**src/rtl/tile_access_arbiter.sv**
```systemverilog
// tile_access_arbiter
//   Shares one single-port tile store (wall bit + dot bit per tile) between NUM_REQ movers.
//   Requester 0 is the player and the rest are ghosts. Requests are served round-robin, one
//   transaction every four cycles: IDLE (grant + read) -> READ -> WAIT (capture + respond,
//   optional dot clear) -> RESP -> IDLE. All outputs are registered.
// Ports
//   clk, reset            system clock, synchronous active-high reset
//   req/req_idx/req_clr   per-requester level request, tile index slice, eat-dot flag
//   gnt                   one-hot grant pulse
//   rsp_valid/rsp_id      response strobe and the requester it belongs to
//   rsp_wall/rsp_dot      looked-up flags (dot as it was before any clear)
//   mem_rd/mem_addr       tile store read strobe and address
//   mem_wall/mem_dot      read data, valid the cycle after mem_rd is sampled
//   mem_dot_clr           write strobe: clear dot at mem_addr
//   dot_eaten             pulse per dot actually cleared (score feed)
module tile_access_arbiter #(
  parameter int unsigned NUM_REQ = 4,
  parameter int unsigned COLS    = 32,
  parameter int unsigned ROWS    = 24,
  parameter int unsigned IDX_W   = 10
) (
  input  logic                     clk,
  input  logic                     reset,
  input  logic [NUM_REQ-1:0]       req,
  input  logic [NUM_REQ*IDX_W-1:0] req_idx,
  input  logic [NUM_REQ-1:0]       req_clr,
  output logic [NUM_REQ-1:0]       gnt,
  output logic                     rsp_valid,
  output logic [2:0]               rsp_id,
  output logic                     rsp_wall,
  output logic                     rsp_dot,
  output logic                     mem_rd,
  output logic [IDX_W-1:0]         mem_addr,
  input  logic                     mem_wall,
  input  logic                     mem_dot,
  output logic                     mem_dot_clr,
  output logic                     dot_eaten
);

  localparam logic [IDX_W:0] NumTiles = (IDX_W + 1)'(COLS * ROWS);

  typedef enum logic [1:0] {StIdle, StRead, StWait, StResp} state_e;

  state_e             state_q, state_d;
  logic [2:0]         ptr_q, ptr_d;
  logic [2:0]         id_q, id_d;
  logic               clr_q, clr_d;
  logic               oor_q, oor_d;
  logic [NUM_REQ-1:0] gnt_q, gnt_d;
  logic               mem_rd_q, mem_rd_d;
  logic [IDX_W-1:0]   mem_addr_q, mem_addr_d;
  logic               rsp_valid_q, rsp_valid_d;
  logic [2:0]         rsp_id_q, rsp_id_d;
  logic               rsp_wall_q, rsp_wall_d;
  logic               rsp_dot_q, rsp_dot_d;
  logic               mem_dot_clr_q, mem_dot_clr_d;
  logic               dot_eaten_q, dot_eaten_d;

  // Round-robin pick: first asserted request at or after ptr, wrapping.
  logic               pick_found;
  logic [2:0]         pick_id;
  logic [IDX_W-1:0]   pick_idx;
  logic               pick_clr;
  logic [NUM_REQ-1:0] pick_onehot;
  int unsigned        cand;

  always_comb begin
    pick_found  = 1'b0;
    pick_id     = '0;
    pick_idx    = '0;
    pick_clr    = 1'b0;
    pick_onehot = '0;
    cand        = 0;
    for (int unsigned k = 0; k < NUM_REQ; k++) begin
      cand = (32'(ptr_q) + k) % NUM_REQ;
      if (!pick_found && req[cand]) begin
        pick_found        = 1'b1;
        pick_id           = 3'(cand);
        pick_idx          = req_idx[cand*IDX_W +: IDX_W];
        pick_clr          = req_clr[cand];
        pick_onehot[cand] = 1'b1;
      end
    end
  end

  always_comb begin
    state_d       = state_q;
    ptr_d         = ptr_q;
    id_d          = id_q;
    clr_d         = clr_q;
    oor_d         = oor_q;
    mem_addr_d    = mem_addr_q;
    rsp_id_d      = rsp_id_q;
    rsp_wall_d    = rsp_wall_q;
    rsp_dot_d     = rsp_dot_q;
    // Strobes last exactly one state, so they default low.
    gnt_d         = '0;
    mem_rd_d      = 1'b0;
    rsp_valid_d   = 1'b0;
    mem_dot_clr_d = 1'b0;
    dot_eaten_d   = 1'b0;

    unique case (state_q)
      StIdle: begin
        if (pick_found) begin
          id_d    = pick_id;
          clr_d   = pick_clr;
          gnt_d   = pick_onehot;
          ptr_d   = (pick_id == 3'(NUM_REQ - 1)) ? 3'd0 : pick_id + 3'd1;
          if ({1'b0, pick_idx} < NumTiles) begin
            oor_d      = 1'b0;
            mem_rd_d   = 1'b1;
            mem_addr_d = pick_idx;
          end else begin
            oor_d = 1'b1;
          end
          state_d = StRead;
        end
      end
      StRead: begin
        state_d = StWait;
      end
      StWait: begin
        // Off-board tiles behave as solid wall without a dot.
        rsp_valid_d = 1'b1;
        rsp_id_d    = id_q;
        rsp_wall_d  = oor_q | mem_wall;
        rsp_dot_d   = ~oor_q & mem_dot;
        if (clr_q && mem_dot && !oor_q) begin
          mem_dot_clr_d = 1'b1;
          dot_eaten_d   = 1'b1;
        end
        state_d = StResp;
      end
      StResp: begin
        state_d = StIdle;
      end
      default: begin
        state_d = StIdle;
      end
    endcase
  end

  always_ff @(posedge clk) begin
    if (reset) begin
      state_q       <= StIdle;
      ptr_q         <= '0;
      id_q          <= '0;
      clr_q         <= 1'b0;
      oor_q         <= 1'b0;
      gnt_q         <= '0;
      mem_rd_q      <= 1'b0;
      mem_addr_q    <= '0;
      rsp_valid_q   <= 1'b0;
      rsp_id_q      <= '0;
      rsp_wall_q    <= 1'b0;
      rsp_dot_q     <= 1'b0;
      mem_dot_clr_q <= 1'b0;
      dot_eaten_q   <= 1'b0;
    end else begin
      state_q       <= state_d;
      ptr_q         <= ptr_d;
      id_q          <= id_d;
      clr_q         <= clr_d;
      oor_q         <= oor_d;
      gnt_q         <= gnt_d;
      mem_rd_q      <= mem_rd_d;
      mem_addr_q    <= mem_addr_d;
      rsp_valid_q   <= rsp_valid_d;
      rsp_id_q      <= rsp_id_d;
      rsp_wall_q    <= rsp_wall_d;
      rsp_dot_q     <= rsp_dot_d;
      mem_dot_clr_q <= mem_dot_clr_d;
      dot_eaten_q   <= dot_eaten_d;
    end
  end

  assign gnt         = gnt_q;
  assign mem_rd      = mem_rd_q;
  assign mem_addr    = mem_addr_q;
  assign rsp_valid   = rsp_valid_q;
  assign rsp_id      = rsp_id_q;
  assign rsp_wall    = rsp_wall_q;
  assign rsp_dot     = rsp_dot_q;
  assign mem_dot_clr = mem_dot_clr_q;
  assign dot_eaten   = dot_eaten_q;

endmodule
```
**config.mk**
```make
export PLATFORM = sky130hd
export DESIGN_NAME = tile_access_arbiter
export DESIGN_NICKNAME = d
export VERILOG_FILES = /design/src/rtl/tile_access_arbiter.sv
export SDC_FILE = /design/constraint.sdc
export NUM_CORES = 1
export LEC_CHECK = 0
export BUFFER_PORTS_ARGS = -buffer_cell sky130_fd_sc_hd__buf_2
export CAP_MARGIN = 30
export CELL_PAD_IN_SITES_DETAIL_PLACEMENT = 1
export CELL_PAD_IN_SITES_GLOBAL_PLACEMENT = 2
export CORE_MARGIN = 10
export CORE_UTILIZATION = 25
export CTS_CLUSTER_SIZE = 24
export DETAILED_ROUTE_END_ITERATION = 16
export GPL_ROUTABILITY_DRIVEN = 0
export PLACE_DENSITY = 0.65
export SLEW_MARGIN = 20
export SYNTH_ARGS = -nofsm -noshare
export SYNTH_HDL_FRONTEND = slang
export SYNTH_SLANG_ARGS = --single-unit
```
**constraint.sdc**
```tcl
create_clock -name clk -period 5.2 [get_ports clk]
set_clock_uncertainty 0.05 [all_clocks]
set_input_delay 0.26 -clock clk [delete_from_list [all_inputs] [get_ports clk]]
set_output_delay 0.26 -clock clk [all_outputs]
set_load 0.05 [all_outputs]
```
=== After elaboration in Yosys (flattened, before gate mapping) ===
Index checks and enable logic that the tools add are counted.

* Output and inout bits: 23
* Register bits after elaboration: 31
* Bits of input ports: 52

* $lt $le $gt $ge: 9
* Multipliers: 4
* Shift operators: 4
* Eq/ne operators: 5
* Multiplexer cells: 51
* Add/subtract/negate cells: 4
* Bitwise gates (word level): 9
* Reductions and logical operators: 18

{| class="wikitable"
|+ Operators by type and width
! cell !! number
|-
| 40-bit by 7-bit variable part select with 10-bit output || 4
|-
| 10-bit two-way mux || 4
|-
| 1-bit two-way mux || 24
|-
| 2-bit by 3-bit multiplier with 5-bit output (second input constant) || 4
|-
| 1-bit binary-select mux with 2-bit select || 8
|-
| 4-bit two-way mux || 4
|-
| 2-bit by 3-bit less-than comparator with 1-bit output (second input constant) || 4
|-
| 4-bit OR || 3
|-
| 10-bit less-than comparator (second input constant) || 1
|-
| 1-bit logical AND || 9
|-
| 1-bit demux with 2-bit select || 4
|-
| 2-bit by 1-bit greater-or-equal comparator with 1-bit output (second input constant) || 4
|-
| 2-bit two-way mux || 4
|-
| 2-bit case mux with 4 select lines || 1
|-
| 3-bit two-way mux || 2
|-
| 2-bit by 1-bit adder with 2-bit output (second input constant) || 2
|-
| 2-bit adder (second input constant) || 2
|-
| 2-bit == test (second input constant) || 2
|-
| 1-bit zero test || 4
|-
| 1-bit inverter || 4
|-
| 3-bit by 2-bit == test with 1-bit output (second input constant) || 1
|-
| 3-bit AND reduction || 1
|-
| 3-bit OR reduction || 1
|-
| 2-bit by 1-bit == test with 1-bit output (second input constant) || 1
|-
| 6 further kinds || 6
|}

=== Longest topological paths before layout ===
Gate-level depths: netlist (run 1).

* Depth after elaboration: 14
* Gate-level depth with buffers: 16

=== Least setup slack after synthesis (run 1) ===
No wires, ideal clock.

* Path type: reg2reg
* Start point: register ptr_q[0]
* End point: register ptr_q[0]
* Buffers on the path: 5
* Setup slack: 1398 ps
* Cell stages (with the launch flop): 15
* Library setup time: 71 ps
* Arrival time: 3682 ps
* Cell sequence: dfxtp_1 buf_4 buf_2 buf_2 inv_1 ha_1 mux4_2 clkbuf_1 clkbuf_1 nor3_1 nand3_1 o21a_1 ha_1 or4_1 a21oi_1

* Cells in the longest elaborated chain, start to end: 14

{| class="wikitable"
|+ RTL lines
! what !! RTL line !! text
|-
| start, declared || 45 || <nowiki>logic [2:0] ptr_q, ptr_d;</nowiki>
|-
| start signal, assigned || 162 || <nowiki>ptr_q <= ptr_d;</nowiki>
|-
| parallel branches: the longest is 11 deep, another holds 2-bit by 1-bit adder with 2-bit output || -- ||
|-
| 3-bit two-way mux * || 76 || <nowiki>if (!pick_found && req[cand]) begin</nowiki>
|-
| via pick_id[1] || 61 || <nowiki>logic [2:0] pick_id;</nowiki>
|-
| 3-bit by 2-bit == test with 1-bit output * || 109 || <nowiki>ptr_d = (pick_id == 3'(NUM_REQ - 1)) ? 3'd0 : pick_id + 3'd1;</nowiki>
|-
| 2-bit two-way mux * || 109 ||
|}

Mark *: on every way through the listed nets, which the timed path passes. The select of a mux whose other input is x is not followed.
A chain may end at the register's enable or synchronous reset.

=== Worst setup path in the final report (run 1) ===
* Start point: register ptr_q[0]
* End point: register ptr_q[0]

* Cells in the longest elaborated chain, start to end: 14

{| class="wikitable"
|+ RTL lines
! what !! RTL line
|-
| parallel branches: the longest is 11 deep, another holds 2-bit by 1-bit adder with 2-bit output || --
|-
| 3-bit two-way mux * || 76
|-
| via pick_id[0] || 61
|-
| 2-bit by 1-bit adder with 2-bit output or 3-bit by 2-bit == test with 1-bit output (tied branches) || 109
|-
| 2-bit two-way mux * || 109
|}

Marked as above.

==> results.yml, run 1 <==
critical_path:
  worstPathCellList: "inv_1, ha_1, buf_4, mux4_2, nor2b_1, o211ai_1, o21ai_0, ha_1, or4_1, a21oi_1"
  slowest_delay_ns: 0.85
  cp_data_required_time_ns: 5.35
  critPathSlowestCell: "dfxtp_2"
  endpoint_kind: "flop"
  criticalPathCategory: "flop to flop"
  cp_max_fo: 31
  cp_common_cell: "ha_1"
  cp_top_family: "flip-flops"
  path_buf_inv: 2
  startpoint_type: "flop"
  cp.arrival_ns: 3.95
detailed_routing:
  drt_iter0_drc: 132
  routedWlPerCell_um: 19.6
  via_per_inst: 5.56
  drt-total-wl_um: 9020
  route.vias.total: 2563
  ant_nets: 0
  drt_first_pass_iters: 5
  post-route-drc-count: 0
floorplan:
  dieHeight_um: 128
  die_x_um: 128
  ios: 75
  core-area_um2: 11500
  die-area_um2: 16500
  rows: 39
  start_util: 0.256
synthesis:
  synth_mux_area_frac: 0.385
  synth_area_um2: 2940
  synth-compound-area-share: 0.225
  ys_top_cells_by_area: "mux4_2 (36%), dfxtp_1 (20%), a211oi_1 (5.4%)"
  syn_inst: 261
  synth_seq_cells: 29
  synth-xor-area-share: 0.00298
  ys_seq_area_frac: 0.198
  syn_avg_cell_area_um2: 11.3
  synth.top_cell.area_share: 0.360
  syn_nets: 322
  yosysTopAreaCell: "mux4_2"
  yosys.area_share.simple: 0.0928
  synth_fa_ha_area_frac: 0.0383
  yosysWarningCount: 0
  synth_top_family_by_area: "multiplexers"
  synth_cell_type_count: 43
clocking:
  cts_num_sinks: 29
  cts_resized: 0
  cts_root_buf: "clkbuf_16"
  cts_tree: "yes"
  postCtsHoldBufs: 0
  clock_latency_ns: 0.27
  path_clk_slew_ns: 0.05
  cts_buffer_depth: 2
  postCtsSetupBuffers: 0
  htree_levels: 2
  numCtsBuffers: 5
final_layout:
  utilization: 0.307
  fillCellCount: 1300
  areaGrowthSynthToFinish_pct: 19.9
  diodes: 0
  nNetsFinal: 378
  multi_input_area_um2: 2190
  drive_above_1_share: 0.443
  ff_latch_area_um2: 582
min_path:
  worstHoldPathType: "primary input to flop"
global_route:
  grt_max_degree: 32
  antenna_found_initial: 0
  grt_pass1_vias: 2680
  grt_overflow: 0
  grt_pass1_wl_um: 14400
  track_usage: 0.105
timing:
  finalCritPeriodShare: 0.732
  worstMarginPinSlew_ns: 0.915
  setup_viol: 0
  fin_tns_setup_ns: 0
  hold_violations: 0
  rsz0062_at_grt: "false"
  max_slew_margin: 0.390
  min_period_ns: 3.80
  max_freq_mhz: 263
  slew_violations: 0
run_status:
  status: "finished clean"
place:
  dpl.hpwl_um: 6880
  io_buffers: 73
run:
  cap_violations: 0
power:
  peakVddDrop_v: 0.000270
  power_density_nw_per_um2: 568
  power_leakage_nw: 1.28
stage by stage:
stage / std cells / area (um^2) / total power [mW] / setup slack [ns] / hold WS, ns
2_1_floorplan: 261 / 2940 / 1.44 / 1.40 / 0.288
3_3_place_gp: 453 / 3380 / 1.72 / 1.46 / 0.403
3_5_place_dp: 453 / 3380 / 1.74 / 1.35 / 0.415
4_1_cts: 461 / 3520 / 2.02 / 1.32 / 0.235
5_1_grt: 461 / 3520 / 2.15 / 0.965 / 0.272
6_report: 461 / 3520 / 2.00 / 1.40 / 0.235
registers in the layout, summed over array words and instances, names as in the netlist:
name,count
state_q,2
mem_addr,10
rsp_dot,1
rsp_valid,1
ptr_q,2
rsp_id,2
oor_q,1
rsp_wall,1
mem_rd,1
dot_eaten,1
gnt,4
clr_q,1
id_q,2
worst min-delay path: cells and delay by family:
family                 cells  cell delay (ns)
buffers and inverters      1             0.10
and+or+nand+nor            1             0.08
AOI/OAI and AO/OA          1             0.07
final timing paths:
path	start	endpoint	slack [ns]	cells after the start
min reg2reg	id_q[1]	id_q[1]	0.42	2
max reg2reg	ptr_q[0]	ptr_q[0]	1.40	10
max	ptr_q[0]	ptr_q[0]	1.40	10
min	mem_wall	rsp_wall	0.23	3
placed cells by master, fill, tap and decap left out, types with 2 or more instances in the layout:
master	instances
clkbuf_16	5
clkinv_2	2
buf_4	6
a22o_1	17
a22oi_1	8
nor3_1	2
nand2b_1	3
mux2i_1	6
nand2_1	8
dfxtp_1	28
a211oi_1	21
nand3b_1	7
a221oi_1	7
nor2b_1	11
ha_1	9
mux4_2	47
a21oi_1	9
nor2_1	10
inv_1	4
buf_2	73
o21ai_0	8
nand3_1	2
o211ai_1	4
per-layer routing:
metal / vias up / share of wire / track usage / wire length, um
li1: 1194 / - / - / -
met1: 1309 / 0.47 / 0.141 / 4260
met2: 55 / 0.48 / 0.173 / 4370
met3: 5 / 0.034 / 0.0144 / 311
met4: 0 / 0.0096 / 0.0278 / 87
met5: - / 0 / 0 / 0
synthesized netlist by cell type (all sizes together):
master   instances
nor3             2
nand3b           7
a221oi           8
o21ai            8
clkinv           1
a22o            17
o41ai            1
and3             1
buf             17
nor3b            1
nor4b            1
conb             1
nand2            8
nor2            10
a21oi            9
a31oi            1
o21a             1
nand3            2
clkbuf          13
nor2b           11
or4              1
mux2i            6
a211o            1
a211oi          22
inv              4
o41a             1
mux4            47
a32o             1
xnor2            1
ha               9
dfxtp           29
a32oi            1
a21o             1
a22oi            8
o211ai           4
nand2b           3
o2bb2ai          1
mux2             1
cell families (layout without fill, tap and decap cells):
kind of cell	after synthesis	count (layout)
xor+xnor	1	1
fa+ha+maj	9	9
other cells	1	1
mux	54	54
compound gates	85	85
buf+inv	35	92
flops	29	29
simple gates	47	47
area by class of cell:
cell class,instances,share of cell area
multi-input combinational,197,0.622
timing repair buffer,79,0.117
clock buffer,5,0.0355
tap,143,0.0508
sequential,29,0.165
inverter,5,0.00533
clock inverter,3,0.00497
power by group:
part	leakage, nW	switching, mW	internal, mW
clock	0.0696	0.100	0.175
combinational	0.975	0.788	0.570
sequential	0.239	0.0708	0.295
total	1.28	0.959	1.04
(Power assumes the default switching activity.)
==> run 2: changes to the inputs <==
--- a/config.mk
+++ b/config.mk
@@ -14,7 +14,7 @@
 export CTS_CLUSTER_SIZE = 24
 export DETAILED_ROUTE_END_ITERATION = 16
 export GPL_ROUTABILITY_DRIVEN = 0
-export PLACE_DENSITY = 0.65
+export PLACE_DENSITY = 0.68
 export SLEW_MARGIN = 20
 export SYNTH_ARGS = -nofsm -noshare
 export SYNTH_HDL_FRONTEND = slang
==> constraint.sdc (replaced) <==
create_clock -name clk -period 3.5 [get_ports clk]
set_clock_uncertainty 0.05 [all_clocks]
set_input_delay 0.175 -clock clk [delete_from_list [all_inputs] [get_ports clk]]
set_output_delay 0.175 -clock clk [all_outputs]
set_load 0.05 [all_outputs]
==> run 2 against run 1 <==
Effect of this change:
- sequential power up 38%
- routed wire length grew 0.52%
- worst setup slack got worse by 0.89 ns
- first-iteration DRC count up 3.8%
- fmax rose by 27%
- critical path depth down 2
- non-clock buffer count grew 7
- largest cell class unchanged
==> results.yml, run 2 (synthesis gave the netlist of run 1 again) <==
critical_path:
  slowest_delay_ns: 0.54
  startpoint_type: "flop"
  critPathSlowestCell: "mux4_2"
  path_buf_inv: 2
  cp_max_fo: 13
  cp_top_family: "compound AO/OA/AOI/OAI gates"
  endpoint_kind: "flop"
  worstPathCellList: "inv_1, ha_1, buf_4, mux4_2, nor3b_1, a211o_1, a21o_1, o21ai_0"
  criticalPathCategory: "flop to flop"
  cp.arrival_ns: 3.09
  cp_data_required_time_ns: 3.59
power:
  power.internal_mw: 1.68
  p_total_mw: 3.10
  p_comb_frac: 0.677
  peakVddDrop_v: 0.000413
  power_density_nw_per_um2: 860
  power_leakage_nw: 1.33
  p_sw_mw: 1.42
  switching_share: 0.457
  power.share.clock: 0.160
  p_seq_frac: 0.163
detailed_routing:
  ant_nets: 0
  route.vias.total: 2586
  via_per_inst: 5.53
  routedWlPerCell_um: 19.4
  post-route-drc-count: 0
  drt_iter0_drc: 137
  drt-total-wl_um: 9070
  drt_first_pass_iters: 4
timing:
  max_slew_margin: 0.568
  finalCritPeriodShare: 0.857
  min_period_ns: 3.00
  hold_violations: 0
  setup_viol: 0
  fin_tns_setup_ns: 0
  rsz0062_at_grt: "false"
  slew_violations: 0
  worstMarginPinSlew_ns: 0.648
  max_freq_mhz: 333
clocking:
  postCtsSetupBuffers: 0
  cts_tree: "yes"
  cts_buffer_depth: 2
  numCtsBuffers: 5
  cts_resized: 0
  postCtsHoldBufs: 0
  htree_levels: 2
  cts_root_buf: "clkbuf_16"
  path_clk_slew_ns: 0.05
  clock_latency_ns: 0.27
  cts_num_sinks: 29
floorplan:
  dieHeight_um: 128
  core-area_um2: 11500
  ios: 75
  start_util: 0.256
  rows: 39
  die-area_um2: 16500
  die_x_um: 128
final_layout:
  drive_above_1_share: 0.452
  largest_register_ffs: 10
  layout_common_cells: "buf_2 (73), mux4_2 (47), dfxtp_1 (28)"
  diodes: 0
  layout_commonest_cell: "buf_2"
  multi_input_area_um2: 2190
  ff_latch_area_um2: 582
  areaGrowthSynthToFinish_pct: 22.7
  fillCellCount: 1276
  nNetsFinal: 385
run_status:
  status: "finished clean"
global_route:
  track_usage: 0.111
  grt_max_degree: 36
  antenna_found_initial: 0
  grt_overflow: 0
  grt_pass1_vias: 2832
  grt_pass1_wl_um: 15200
min_path:
  worstHoldPathType: "primary input to flop"
place:
  io_buffers: 73
  dpl.hpwl_um: 7160
run:
  cap_violations: 0
==> run 2: worst reg2reg max path, delay by kind of cell, from the launching register on <==
| kind | cells | cell delay, ns |
|---|---|---|
| mux | 1 | 0.54 |
| fa+ha+maj | 1 | 0.35 |
| buf+inv | 2 | 0.37 |
| compound gates | 3 | 0.90 |
| simple gates | 1 | 0.21 |
| flops | 1 | 0.44 |
==> run 2: stage by stage <==
stage	hold slack, ns	std cells	setup WS [ns]	cell area, um^2	utilization
floorplan	0.203	261	0.00131	2950	-
global placement	0.404	460	0.587	3430	0.299
detailed placement	0.407	460	0.499	3430	0.299
CTS	0.159	468	0.486	3600	0.314
global route	0.235	468	0.224	3600	0.314
finish	0.165	468	0.501	3600	0.314
==> run 2: layer usage <==
layer | track usage | up-vias | share of wire
li1 | - | 1209 | -
met1 | 0.143 | 1327 | 0.45
met2 | 0.187 | 46 | 0.51
met3 | 0.0193 | 4 | 0.038
met4 | 0.0305 | 0 | 0.0075
met5 | 0 | - | 0
==> run 2: worst paths after layout <==
kind / startpoint / endpoint / slack [ns] / cells after the start
max: ptr_q[0] / oor_q / 0.50 / 8
max reg2reg: ptr_q[0] / oor_q / 0.50 / 8
min reg2reg: id_q[1] / id_q[1] / 0.42 / 2
min: mem_wall / rsp_wall / 0.16 / 3
==> run 2: cell type report <==
class                      count  share of cell area
multi-input combinational    197               0.607
sequential                    29               0.161
timing repair buffer          86               0.128
tap                          143              0.0496
clock buffer                   7              0.0396
clock inverter                 1             0.00833
inverter                       5             0.00521
==> run 2: power by group through the flow <==
stage	registers, mW	logic [mW]	clock network, mW
floorplan	0.726	1.42	0
finish	0.506	2.10	0.495
CTS	0.509	2.12	0.506
detailed placement	0.514	2.12	0
global route	0.522	2.30	0.523
global placement	0.509	2.09	0
